File: src/rtl/mem_port_arbiter.sv
// Shares the single RAM port between instruction fetch and load/store.
// Data requests win, but a streak limit lets a waiting fetch through.
module mem_port_arbiter #(
  parameter int unsigned ADDR_W       = 32,
  parameter int unsigned DATA_W       = 32,
  parameter int unsigned MAX_D_STREAK = 4
) (
  input  logic                clk,
  input  logic                rst_n,
  input  logic                if_req_i,
  input  logic [ADDR_W-1:0]   if_addr_i,
  output logic                if_gnt_o,
  output logic                if_rvalid_o,
  output logic [DATA_W-1:0]   if_rdata_o,
  input  logic                d_req_i,
  input  logic                d_we_i,
  input  logic [DATA_W/8-1:0] d_be_i,
  input  logic [ADDR_W-1:0]   d_addr_i,
  input  logic [DATA_W-1:0]   d_wdata_i,
  output logic                d_gnt_o,
  output logic                d_rvalid_o,
  output logic [DATA_W-1:0]   d_rdata_o,
  output logic                mem_req_o,
  output logic                mem_we_o,
  output logic [DATA_W/8-1:0] mem_be_o,
  output logic [ADDR_W-1:0]   mem_addr_o,
  output logic [DATA_W-1:0]   mem_wdata_o,
  input  logic                mem_ready_i,
  input  logic [DATA_W-1:0]   mem_rdata_i
);

  localparam int unsigned BE_W     = DATA_W / 8;
  localparam int unsigned STREAK_W = $clog2(MAX_D_STREAK + 1);
  localparam logic [STREAK_W-1:0] STREAK_MAX = STREAK_W'(MAX_D_STREAK);

  typedef enum logic [1:0] {
    IDLE   = 2'd0,
    BUSY_I = 2'd1,
    BUSY_D = 2'd2
  } state_e;

  state_e              state_q, state_d;
  logic [STREAK_W-1:0] streak_q, streak_d;
  logic                mem_req_q, mem_req_d;
  logic                mem_we_q, mem_we_d;
  logic [BE_W-1:0]     mem_be_q, mem_be_d;
  logic [ADDR_W-1:0]   mem_addr_q, mem_addr_d;
  logic [DATA_W-1:0]   mem_wdata_q, mem_wdata_d;
  logic                if_rvalid_q, if_rvalid_d;
  logic [DATA_W-1:0]   if_rdata_q, if_rdata_d;
  logic                d_rvalid_q, d_rvalid_d;
  logic [DATA_W-1:0]   d_rdata_q, d_rdata_d;

  // Arbitration (grants are combinational in IDLE) and next-state logic.
  always_comb begin
    state_d     = state_q;
    streak_d    = streak_q;
    mem_req_d   = mem_req_q;
    mem_we_d    = mem_we_q;
    mem_be_d    = mem_be_q;
    mem_addr_d  = mem_addr_q;
    mem_wdata_d = mem_wdata_q;
    if_rvalid_d = 1'b0;
    if_rdata_d  = if_rdata_q;
    d_rvalid_d  = 1'b0;
    d_rdata_d   = d_rdata_q;
    if_gnt_o    = 1'b0;
    d_gnt_o     = 1'b0;

    unique case (state_q)
      IDLE: begin
        if (d_req_i && (!if_req_i || (streak_q < STREAK_MAX))) begin
          d_gnt_o     = 1'b1;
          state_d     = BUSY_D;
          mem_req_d   = 1'b1;
          mem_we_d    = d_we_i;
          mem_be_d    = d_be_i;
          mem_addr_d  = d_addr_i;
          mem_wdata_d = d_wdata_i;
          // Streak only grows while fetch is actually being held off.
          if (!if_req_i) begin
            streak_d = '0;
          end else if (streak_q < STREAK_MAX) begin
            streak_d = streak_q + STREAK_W'(1);
          end
        end else if (if_req_i) begin
          if_gnt_o    = 1'b1;
          state_d     = BUSY_I;
          streak_d    = '0;
          mem_req_d   = 1'b1;
          mem_we_d    = 1'b0;
          mem_be_d    = '1;
          mem_addr_d  = if_addr_i;
          mem_wdata_d = '0;
        end
      end
      BUSY_I: begin
        if (mem_ready_i) begin
          state_d     = IDLE;
          mem_req_d   = 1'b0;
          mem_we_d    = 1'b0;
          mem_be_d    = '0;
          if_rvalid_d = 1'b1;
          if_rdata_d  = mem_rdata_i;
        end
      end
      BUSY_D: begin
        if (mem_ready_i) begin
          state_d    = IDLE;
          mem_req_d  = 1'b0;
          mem_we_d   = 1'b0;
          mem_be_d   = '0;
          d_rvalid_d = 1'b1;
          if (!mem_we_q) begin
            d_rdata_d = mem_rdata_i;
          end
        end
      end
      default: begin
        state_d   = IDLE;
        mem_req_d = 1'b0;
        mem_we_d  = 1'b0;
        mem_be_d  = '0;
      end
    endcase
  end

  // Reset clears mem_req at once, so an aborted access never completes.
  always_ff @(posedge clk or negedge rst_n) begin
    if (!rst_n) begin
      state_q     <= IDLE;
      streak_q    <= '0;
      mem_req_q   <= 1'b0;
      mem_we_q    <= 1'b0;
      mem_be_q    <= '0;
      mem_addr_q  <= '0;
      mem_wdata_q <= '0;
      if_rvalid_q <= 1'b0;
      if_rdata_q  <= '0;
      d_rvalid_q  <= 1'b0;
      d_rdata_q   <= '0;
    end else begin
      state_q     <= state_d;
      streak_q    <= streak_d;
      mem_req_q   <= mem_req_d;
      mem_we_q    <= mem_we_d;
      mem_be_q    <= mem_be_d;
      mem_addr_q  <= mem_addr_d;
      mem_wdata_q <= mem_wdata_d;
      if_rvalid_q <= if_rvalid_d;
      if_rdata_q  <= if_rdata_d;
      d_rvalid_q  <= d_rvalid_d;
      d_rdata_q   <= d_rdata_d;
    end
  end

  assign mem_req_o   = mem_req_q;
  assign mem_we_o    = mem_we_q;
  assign mem_be_o    = mem_be_q;
  assign mem_addr_o  = mem_addr_q;
  assign mem_wdata_o = mem_wdata_q;
  assign if_rvalid_o = if_rvalid_q;
  assign if_rdata_o  = if_rdata_q;
  assign d_rvalid_o  = d_rvalid_q;
  assign d_rdata_o   = d_rdata_q;

endmodule

File: config.mk
export PLATFORM = sky130hd
export DESIGN_NAME = mem_port_arbiter
export DESIGN_NICKNAME = d
export VERILOG_FILES = /design/src/rtl/mem_port_arbiter.sv
export SDC_FILE = /design/constraint.sdc
export NUM_CORES = 1
export LEC_CHECK = 0
export ABC_AREA = 1
export CAP_MARGIN = 10
export CORE_MARGIN = 2
export CORE_UTILIZATION = 43
export CTS_BUF_LIST = sky130_fd_sc_hd__clkbuf_8
export DETAILED_ROUTE_END_ITERATION = 7
export GPL_TIMING_DRIVEN = 0
export PLACE_DENSITY = 0.87
export SLEW_MARGIN = 40
export SYNTH_ARGS = -nofsm -noshare
export SYNTH_HDL_FRONTEND = slang
export SYNTH_SLANG_ARGS = --single-unit
File: constraint.sdc
create_clock -name clk -period 1.7 [get_ports clk]
set_input_delay 0.51 -clock clk [delete_from_list [all_inputs] [get_ports clk]]
set_output_delay 0.51 -clock clk [all_outputs]
set_load 0.005 [all_outputs]
==> After elaboration in Yosys (flattened, before gate mapping) <==
Cells that the tools add are included.
{ "word_totals": {"reg_bits": 141, "inputBits": 138, "output_inout_bits": 138, "elab_cells": 61} }
{ "op_classes": {"add_sub_neg": 1, "magnitude_cmp": 1, "eq_ne": 5, "muxes": 31, "n_bitwise": 1, "n_reduce_logical": 11} }
{ "ops": {"columns": ["operator", "n"], "rows": [
  ["$mux 32", 4],
  ["$mux 1", 13],
  ["$mux 3", 4],
  ["$mux 4", 3],
  ["$pmux 4 s2", 1],
  ["$mux 2", 3],
  ["$ne 3x3->1 const B", 2],
  ["$reduce_and 2->1", 3],
  ["$reduce_and 3->1", 2],
  ["$pmux 1 s2", 2],
  ["$pmux 2 s2", 1],
  ["$add 3x1->3 const B", 1],
  ["$lt 3x3->1 const B", 1],
  ["$eq 2x1->1 const B", 1],
  ["$eq 2x2->1 const B", 1],
  ["$logic_not 2->1", 1],
  ["$ne 2x1->1 const B", 1],
  ["$reduce_bool 2->1", 1],
  ["$reduce_or 2->1", 1],
  ["$logic_and 1x1->1", 1],
  ["$logic_not 1->1", 1],
  ["$logic_or 1x1->1", 1],
  ["$not 1->1", 1]
]} }

==> Longest topological paths before layout <==
{ "logic_depth": {"depth_word": 5, "ltp_mapped": 9, "mapped_depth_nobuf": 8} }

==> Least setup slack after synthesis <==
OpenSTA, ideal clock, no wires.
{ "synth_path": {"path_type": "register to output", "from": "register state_q[0]", "to": "output d_gnt_o", "arrival_ps": 1086, "required_ps": 1190, "slack_ps": 104, "path_stages_with_launch": 6, "path_buffers": 1, "path_cell_list": "dfrtp_1 > inv_1 > ha_1 > nand3_1 > clkinv_1 > buf_2"} }
{ "synth_via": {"elab_chain_len": 2} }
{ "synth_lines": {"columns": ["item", "line_no", "text"], "rows": [
  ["start, declared", "42", "state_e state_q, state_d;"],
  ["start signal, assigned", "143", "state_q <= state_d;"],
  ["$logic_not 2->1", "70", "unique case (state_q)"],
  ["$mux 1", "70", null],
  ["end, declared", "20", "output logic d_gnt_o,"]
]} }
Every way passes these cells.

==> Final worst setup path <==
Same ends and word-level chain as after synthesis.

==> summary.md <==
| Metric | Value |
|---|---|
| Number of buffers inserted during clock tree synthesis | `17` |
| Synthesized instance count | `698` |
| Count of cells along the worst register-to-register path | `8` |
| Post-Place Worst Slack | `-1.09 ns` |
| Max Fanout on Critical Path | `5` |
| Initial antenna violation count | `1` |
| CTS tree | `built` |
| Required @ worst endpoint | `1.19 ns` |
| Violated checks | `negative setup slack` |
| Setup repair after global routing missed its margin | `true` |
| NumNets Final | `between 1000 and 1500` |
| Top cells by area in the synthesized netlist | `dfrtp_1 (59%), nand2_1 (18%), o21ai_0 (5.2%)` |
| Outcome | `complete, but fails checks` |
| Clock Tree Root | `clkbuf_8` |
| Slew at the pin closest to its max-slew limit | `0.546 ns` |
| P_leak | `approximately 5.3 nW` |
| Areal power density over the cells | `1550 nW/um^2` |
| Post-synth ARST share | `100%` |
| Cell area after synthesis | `between 5000 and 6000 um^2` |
| Synth warnings | `0` |
| Per-instance average area after synthesis | `~8.6 um^2` |
| Floorplan die area | `14900 um^2` |
| Worst Hold Class | `in2async` |
| Count of flip-flops with a built-in enable after synthesis | `0` |
| Smallest hold slack | `0.0125 ns` |
| Post-synthesis to final-layout area growth | `62.5%` |
| Capture instance of the worst register-to-register path | `d_rdata_o[18]$_DFFE_PN0P_` |
| # clock sinks | `between 100 and 150` |
| Largest vdd supply drop | `between 0.8 and 0.9 mV` |
| Min Clock Period, post-route | `slightly below 2 ns` |
| Antenna Violating Nets Remaining | `0` |
| Global placer's final weighted congestion | `0.791` |
| Compound-Gate Fraction of Synth Area | `5.51%` |
| Library cell with the highest instance count after synthesis | `nand2_1` |
| Logic gate share of total power | `43.4%` |
| Worst relative slew slack | `a little under two thirds` |
| Share of total power in sequential cells | `38.3%` |
| Initial detailed-routing violation count | `350` |
| CTS H-tree depth | `4` |
| Critical path endpoint | `d_gnt_o` |
| Clock group share of total power | `18.3%` |
| Wire length of the first global-routing pass | `approximately 28 mm` |
| Cell types with the highest counts after synthesis | `nand2_1 (286), dfrtp_1 (141), inv_1 (75), o21ai_0 (62), nand3_1 (41)` |
| Largest net degree at the start of global routing | `73` |
| Slack of the worst reg-to-reg path | `0.09 ns` |
| Type of element capturing the critical path | `output port` |
| Crit Reg-Reg Startpoint | `state_q[0]$_DFFE_PN0P_` |
| Synth Area in Simple Gates | `26.5%` |
| Net count of the mapped netlist | `840` |
| Number of port buffers | `275` |
| Most instantiated flip-flop cell in the synthesis netlist | `dfrtp_1` |
| Layout Skew | `0.0132 ns` |
| # Max-Cap Violations | `0` |
| Parity-gate share of the synthesized area counting xor and xnor cells | `0%` |
| Highest clock rate | `513 MHz` |
| Core outline area | `roughly 14000 um^2` |
| Pins Over Slew Limit | `0` |
| Final hold violation count | `0` |
| Mux contribution to synthesized area | `0%` |
| Chip Height | `122 um` |
| Internal | `9.74 mW` |
| Dominant combinational cell family by area after synthesis | `simple AND/OR/NAND/NOR gates` |
| Post-route clock period utilization | `115%` |
| Fill cell total of the finished layout | `roughly 1100` |
| Number of top-level pins | `276` |
| DR WL/cell | `15.1 um` |
| Remaining Overflow, GRT | `0` |
| Arrival time at the worst endpoint | `1.44 ns` |
| Switching component of the power | `5.34 mW` |
| Area share of fa/ha/maj cells after synthesis | `0.835%` |
| Hpwl dp | `13.2 mm` |
| Starting utilization of the core area | `a little over two fifths` |
| DRC | `0` |
| Clk slew on worst S/H paths | `0.08 ns` |
| Worst Setup Start Kind | `flop` |
| Hold bufs inserted after CTS | `0` |
| Total iterations of the first detailed-routing run | `4` |
| Clock insertion delay at the later pin of the skew report | `~0.44 ns` |
| Crit path launch | `state_q[0]$_DFFE_PN0P_` |
| Die span in x | `122 um` |
| Path type of the worst setup path | `reg2out` |
| Number of vias per cell | `4.73` |
| Total track usage | `approximately 25%` |
| Sequential element share of the synthesized area | `58.8%` |
| Switching Fraction | `35.4%` |
| Share of post-route cells with drive strength above 1 | `12.1%` |
| Worst Slack Setup Final | `-0.249 ns` |
| Count of state elements after synthesis | `141` |
| Number of rows created at floorplan | `43` |
| Routed Wire Length | `18.4 mm` |
| Unique cell type count in the Yosys netlist | `21` |
| Largest buffer count on any clock path | `2` |
| Largest area contributor in the netlist | `dfrtp_1` |
| Vias | `5785` |
| Number of global-route vias before repair | `5688` |
| Yosys top cell area share | `58.8%` |
| Final setup fails | `2` |
power groups by stage:
stage | clock, mW | sequential, mW | combinational, mW
2_1_floorplan | 0 | 5.92 | 2.30
3_3_place_gp | 0 | 5.81 | 6.58
3_5_place_dp | 0 | 5.87 | 6.77
4_1_cts | 2.80 | 5.75 | 6.39
5_1_grt | 2.98 | 5.95 | 7.28
6_report | 2.75 | 5.78 | 6.55
registers in the layout, indices dropped and copies added, names as in the netlist:
name / flops
d_rvalid_o: 1
mem_req_o: 1
mem_we_o: 1
mem_wdata_o: 32
if_rdata_o: 32
mem_addr_o: 32
mem_be_o: 4
streak_q: 3
if_rvalid_o: 1
d_rdata_o: 32
state_q: 2
final cells by class:
| class | count | area [um^2] | share of cell area, % |
|---|---|---|---|
| Sequential cell | 141 | 3530 | 36.2 |
| Timing Repair Buffer | 313 | 2940 | 30.2 |
| Multi-Input combinational cell | 441 | 2050 | 21.1 |
| Buffer | 38 | 294 | 3.02 |
| Inverter | 77 | 294 | 3.02 |
| Clock buffer | 18 | 248 | 2.54 |
| Tap cell | 180 | 225 | 2.31 |
| Clock inverter | 14 | 160 | 1.64 |
| Antenna cell | 1 | 2.50 | 0.0257 |
through the flow:
step / std cells / power, mW / instance area [um^2] / setup TNS, ns / util [%]
2_1_floorplan: 698 / 8.22 / 6000 / 0 / -
3_3_place_gp: 1153 / 12.4 / 8970 / -806.12 / 65.2
3_5_place_dp: 1154 / 12.6 / 9010 / -44.77 / 65.4
4_1_cts: 1220 / 14.9 / 9610 / -3.93 / 69.7
5_1_grt: 1223 / 16.2 / 9750 / -0.651 / 70.8
6_report: 1223 / 15.1 / 9750 / -0.460 / 70.8
critical path: stages (launching register included):
cell	delay (ns)
dfrtp_1	0.40
inv_2	0.09
ha_4	0.18
nand3_4	0.09
clkinv_4	0.08
buf_6	0.09
buf_6	0.08
kinds of logic (layout without fill, tap and decap cells):
group | Yosys count | after routing
buffers and inverters | 116 | 460
other | 0 | 1
adders and majority gates | 4 | 4
AOI/OAI and AO/OA | 66 | 66
DFF | 141 | 141
and+or+nand+nor | 371 | 371
layer usage:
metal	GRT usage, %	up-vias	share of wire (%)
li1	-	2820	-
met5	0	-	0
met3	7.16	32	7.7
met1	29.6	2710	40
met4	9.27	0	2.5
met2	41.8	223	50
what timing repair did:
| action | in CTS | in global routing |
|---|---|---|
| buffers inserted | 34 | 2 |
| pin swaps | 3 | 2 |
| resized for setup | 200 | 29 |
| setup endpoints to repair | 147 | 53 |
| gates cloned | 0 | 4 |
placed cells by master (no fill, tap or decap):
cell type and instances:
ha_4 2, nor2_1 4, ha_1 2, a21oi_1 1, dfrtp_1 141, clkinvlp_4 2
clkbuf_1 6, clkinv_4 5, nand3_1 40, buf_6 4, inv_6 4, nand2_4 3
nand2_2 4, bufinv_16 2, clkbuf_16 3, nand3b_1 36, o21ai_2 4, buf_16 1
clkbuf_2 3, buf_2 12, buf_4 43, nor2_2 2, o21ai_0 42, nand3_4 1
inv_8 1, inv_1 74, dlygate4sd2_1 137, diode_2 1, nand2_1 280, buf_8 6
buf_12 1, o21ai_1 19, or2_4 1, clkdlybuf4s50_1 134, inv_2 3, clkbuf_8 19
worst min path at each step:
stage / start / endpoint / slack, ns
2_1_floorplan: rst_n / d_rdata_o[0]$_DFFE_PN0P_ / 0.21
3_3_place_gp: mem_req_o$_DFFE_PN0P_ / mem_req_o$_DFFE_PN0P_ / 0.46
3_5_place_dp: mem_addr_o[8]$_DFFE_PN0P_ / mem_addr_o[8]$_DFFE_PN0P_ / 0.46
4_1_cts: rst_n / d_rdata_o[5]$_DFFE_PN0P_ / 0.03
5_1_grt: rst_n / d_rvalid_o$_DFF_PN0_ / 0.04
6_report: rst_n / d_rdata_o[6]$_DFFE_PN0P_ / 0.01
No activity file was read; power rests on OpenSTA's default activity.
